**src/rtl/cpu_ctrl_seq.sv**
```systemverilog
// cpu_ctrl_seq: multi-cycle FETCH/DECODE/EXEC/MEM/WB sequencer with Z/V/N flags and branch resolve.
// Define CTRL_WDOG_EN to add a 4-bit memory-wait watchdog that raises sticky err and halts.
module cpu_ctrl_seq (
  input  logic        clk,
  input  logic        rst_n,
  input  logic [15:0] i_instr,
  input  logic        i_imem_rdy,
  input  logic        i_dmem_rdy,
  input  logic        i_alu_z,
  input  logic        i_alu_v,
  input  logic        i_alu_n,
  output logic        o_imem_req,
  output logic        o_ir_en,
  output logic [3:0]  o_alu_op,
  output logic        o_dmem_req,
  output logic        o_dmem_we,
  output logic        o_rf_we,
  output logic        o_pc_en,
  output logic [1:0]  o_pc_sel,
  output logic [2:0]  o_flags,
  output logic        o_halted,
  output logic        o_err
);
  typedef enum logic [2:0] {BOOT, FETCH, DECODE, EXEC, MEM, WB, HALT} state_t;
  state_t      r_state;
  state_t      w_next;
  logic [15:9] r_ir;
  logic [2:0]  r_flags;
  logic [3:0]  w_op;
  logic [7:0]  w_cond;
  logic        w_taken, w_br, w_mem, w_sw, w_flag_all, w_flag_z, w_to;
  logic        w_unused;
  assign w_unused = &{1'b0, i_instr[8:0]};
  assign w_op = r_ir[15:12];
  assign w_br = (w_op == 4'hC) || (w_op == 4'hD);
  assign w_mem = (w_op == 4'h8) || (w_op == 4'h9);
  assign w_sw = (w_op == 4'h9);
  assign w_flag_all = (r_state == EXEC) && (w_op <= 4'h1);
  assign w_flag_z = (r_state == EXEC) && (w_op inside {4'h2, 4'h4, 4'h5, 4'h6});
  // Condition table indexed by IR[11:9]; flags are {Z,V,N} from the register, never the live ALU.
  assign w_cond = {1'b1, r_flags[1], r_flags[0] | r_flags[2], r_flags[2] | ~r_flags[0],
                   r_flags[0], ~r_flags[2] & ~r_flags[0], r_flags[2], ~r_flags[2]};
  assign w_taken = w_cond[r_ir[11:9]];
  assign o_imem_req = (r_state == FETCH);
  assign o_ir_en = (r_state == FETCH) && i_imem_rdy;
  assign o_alu_op = w_op;
  assign o_dmem_req = (r_state == MEM);
  assign o_dmem_we = (r_state == MEM) && w_sw;
  assign o_rf_we = (r_state == WB);
  assign o_pc_en = (r_state == WB) || ((r_state == EXEC) && w_br) || ((r_state == MEM) && w_sw && i_dmem_rdy);
  assign o_pc_sel = ((r_state == EXEC) && w_br && w_taken) ? ((w_op == 4'hC) ? 2'b01 : 2'b10) : 2'b00;
  assign o_flags = r_flags;
  assign o_halted = (r_state == HALT);
  always_comb begin
    w_next = (r_state == BOOT)                ? FETCH :
             (r_state == FETCH)               ? (i_imem_rdy ? DECODE : FETCH) :
             (r_state == DECODE)              ? ((w_op == 4'hF) ? HALT : EXEC) :
             (r_state == EXEC)                ? (w_mem ? MEM : (w_br ? FETCH : WB)) :
             (r_state == MEM)                 ? (i_dmem_rdy ? (w_sw ? FETCH : WB) : MEM) :
             (r_state == WB)                  ? FETCH : HALT;
  end
`ifdef CTRL_WDOG_EN
  logic [3:0] r_wcnt;
  logic       r_err;
  logic       w_wait;
  assign w_wait = ((r_state == FETCH) && !i_imem_rdy) || ((r_state == MEM) && !i_dmem_rdy);
  assign w_to = w_wait && (r_wcnt == 4'hF);
  assign o_err = r_err;
  always_ff @(posedge clk or negedge rst_n) begin
    if (!rst_n) begin
      r_wcnt <= '0;
      r_err <= 1'b0;
    end else begin
      r_wcnt <= w_wait ? r_wcnt + 4'd1 : 4'd0;
      if (w_to) r_err <= 1'b1;
    end
  end
`else
  assign w_to = 1'b0;
  assign o_err = 1'b0;
`endif
  always_ff @(posedge clk or negedge rst_n) begin
    if (!rst_n) begin
      r_state <= BOOT;
      r_ir <= '0;
      r_flags <= '0;
    end else begin
      r_state <= w_to ? HALT : w_next;
      if (o_ir_en) r_ir <= i_instr[15:9];
      if (w_flag_all) r_flags <= {i_alu_z, i_alu_v, i_alu_n};
      else if (w_flag_z) r_flags[2] <= i_alu_z;
    end
  end
endmodule
```
**config.mk**
```make
export PLATFORM = sky130hd
export DESIGN_NAME = cpu_ctrl_seq
export DESIGN_NICKNAME = d
export VERILOG_FILES = /design/src/rtl/cpu_ctrl_seq.sv
export SDC_FILE = /design/constraint.sdc
export NUM_CORES = 1
export LEC_CHECK = 0
export CORE_MARGIN = 2
export CORE_UTILIZATION = 31
export DETAILED_ROUTE_END_ITERATION = 7
export HOLD_SLACK_MARGIN = 0.12
export PLACE_DENSITY = 0.66
export SYNTH_ARGS = -nofsm -noshare
export SYNTH_HDL_FRONTEND = slang
export SYNTH_SLANG_ARGS = --single-unit
export TNS_END_PERCENT = 20
```
**constraint.sdc**
```tcl
create_clock -name clk -period 3.07 [get_ports clk]
set_input_delay 0.614 -clock clk [delete_from_list [all_inputs] [get_ports clk]]
set_output_delay 0.614 -clock clk [all_outputs]
set_load 0.02 [all_outputs]
```
==> impl_metrics.json <==
{
  "cts_resized": 0,
  "seq_area_frac_synth_pct": 41.7,
  "reg2reg_to": "r_ir[10]$_DFFE_PN0P_",
  "wire_per_inst_um": 13.4,
  "first_pass_iters": 5,
  "yosys-top-cells-count": "dfrtp_1, mux2_2, buf_4",
  "core-area_mm2": 0.00243,
  "seqCellArea_um2": 325,
  "die_h_um": 54.1,
  "skew_ns": 0.00292,
  "vias_per_cell": 5.03,
  "std_cell_rows": 18,
  "yosysTopAreaCell": "dfrtp_1",
  "drv_cap": 0,
  "ys.flop_type": "dfrtp_1",
  "r2r_cells": 4,
  "nNetsFinal": 124,
  "grt_start_max_net_pins": 14,
  "worstSetupPathType": "register to primary output",
  "drc": 0,
  "ys_seq_elements": 13,
  "cts_buffers": 3,
  "crit_path_max_fanout": 7,
  "syn-num-nets": 94,
  "insertedDiodeCount": 0,
  "cts_setup_buffers": 0,
  "synth_cells": 71,
  "io_pins": 40,
  "post-route-period-util_pct": 93.1,
  "grt_pass1_wl_mm": 2.76,
  "htreeDepth": 1,
  "syn2layout_area_growth_pct": 41.6,
  "synth_edf_count": 0,
  "routed-via-count": 654,
  "first_iter_violations": 9,
  "end_kind": "primary output",
  "clock_path_buffers": 2,
  "antenna_found_initial": 0,
  "grt_usage_pct": 13.3,
  "hold_path.class": "register to register",
  "tns_ns": 0,
  "power.static_leakage_nw": 0.441,
  "initial_core_util_pct": 32.0,
  "die_w_um": 54.1,
  "hold_buffers": 0,
  "hold_start": "o_flags[1]$_DFFE_PN0P_",
  "fin_ws_ns": 0.212,
  "fp.dieArea_mm2": 0.00293,
  "ant_nets": 0,
  "arrival_ns": 2.24,
  "synth_area_per_cell_um2": 11.0,
  "dpl_worst_slack_ns": 0.436,
  "reg2reg_slack_ns": 1.42,
  "min_to": "o_flags[1]$_DFFE_PN0P_",
  "setup_violations": 0,
  "worst_slew_pin_slew_ns": 0.584,
  "synthMostInstantiatedCell": "dfrtp_1",
  "max_stage_delay_ns": 0.65,
  "portBuffers": 29,
  "clk_latency_ns": 0.28,
  "root_buffer": "clkbuf_4",
  "multi_input_area_um2": 389,
  "whs_path_depth": 1,
  "layout.cells.non_filler": 130,
  "final_max_slew_viol_count": 0,
  "crit_chain": "and4b_1, or3b_1, nor4_1, clkdlybuf4s50_1",
  "rsz0062_at_grt": "false",
  "min_period_ns": 2.86,
  "first_global_vias": 607,
  "clock-sinks": 13,
  "yosysUniqueCellTypes": 31,
  "power_density_mw_per_mm2": 995,
  "finalHoldViolCount": 0,
  "gp_congestion": 0.717,
  "yosysWarnings": 0,
  "async_reset_ff_share_pct": 100,
  "startpoint_type": "register",
  "synth_area_um2": 779,
  "dp_cells": 126,
  "max_freq_mhz": 350,
  "cp.required_ns": 2.46,
  "synth_area_leaders": "dfrtp_1, mux2_2, buf_4",
  "crit_slowest_cell": "clkdlybuf4s50_1",
  "clk_pin_slew_ns": 0.08,
  "wirelength_mm": 1.74,
  "grt_overflow": 0,
  "cts_tree": "yes",
  "drive_above_1_share_pct": 24.0,
  "r2r-start": "r_state[2]$_DFF_PN0_",
  "status": "completed",
  "fillCellCount": 241,
  "yosysTopAreaCellShare_pct": 41.7,
  "dp_hpwl_mm": 1.35,
  "max_slew_margin_pct": 61.0,
  "peakVddDrop_v": 0.000499
}
==> critical path, delay by kind of cell, from the launching register on <==
kind                   cells  cell delay, ns
buffers and inverters      1            0.65
and+or+nand+nor            3            0.88
DFF                        1            0.43
==> state kept, by name, indices dropped and copies added (netlist names) <==
name / flops
o_flags: 3
r_ir: 7
r_state: 3
==> placed cells by master (no fill, tap or decap), types with 2 or more instances in the layout <==
| cell | count |
|---|---|
| nand3b_1 | 3 |
| dfrtp_1 | 13 |
| nor2_1 | 2 |
| nand2_1 | 3 |
| clkdlybuf4s50_1 | 29 |
| a211oi_1 | 4 |
| nor4_1 | 2 |
| buf_4 | 4 |
| o21ai_0 | 2 |
| mux2_2 | 9 |
| nand2b_1 | 2 |
| nand3_1 | 3 |
| nor3b_1 | 2 |
| mux2_4 | 2 |
| clkbuf_4 | 3 |
==> final cells by class <==
class | instances | share of cell area (%)
clock buffers | 3 | 2.04
multi-input cells | 49 | 35.3
inverters | 1 | 0.340
repair buffers | 33 | 29.0
clock inverters | 1 | 0.454
well taps | 30 | 3.40
flip-flops and latches | 13 | 29.5
==> kinds of logic (layout without fill, tap and decap cells) <==
logic type | Yosys count | after routing | share of synthesized area (%)
other cells | 1 | 1 | 0.481
mux | 11 | 11 | 16.9
compound gates | 9 | 9 | 7.70
buf+inv | 9 | 38 | 8.35
simple gates | 28 | 28 | 24.9
flops | 13 | 13 | 41.7
==> worst max path at each step <==
stage,from,to,cells past startpoint
floorplan,r_ir[13]$_DFFE_PN0P_,o_pc_sel[0],3
global placement,i_imem_rdy,o_ir_en,3
detailed placement,i_imem_rdy,o_ir_en,3
CTS,r_ir[14]$_DFFE_PN0P_,o_pc_sel[0],4
global route,r_ir[14]$_DFFE_PN0P_,o_pc_sel[0],4
finish,r_ir[14]$_DFFE_PN0P_,o_pc_sel[0],4
==> metrics by stage <==
| stage | power, mW | area, um2 | hold WS, ns | utilization, % |
|---|---|---|---|---|
| after floorplan | 0.776 | 779 | 0.318 | - |
| after global placement | 0.980 | 1080 | 0.544 | 44.2 |
| after detailed placement | 0.995 | 1080 | 0.549 | 44.2 |
| after CTS | 1.11 | 1100 | 0.578 | 45.4 |
| after global routing | 1.18 | 1100 | 0.604 | 45.4 |
| final | 1.10 | 1100 | 0.576 | 45.4 |
==> layer usage <==
layer	vias up	global-route usage [%]	wire [um]
li1	314	-	-
met2	32	21.7	788
met5	-	0	0
met4	0	3.75	19
met1	306	16.3	773
met3	2	5.00	158
==> power by group <==
| group | internal, mW | switching [mW] | total, mW |
|---|---|---|---|
| Clock | 0.0483 | 0.0599 | 0.108 |
| Sequential | 0.259 | 0.106 | 0.365 |
| Combinational | 0.345 | 0.280 | 0.625 |
Note: power is estimated with default switching activity, not from simulation.
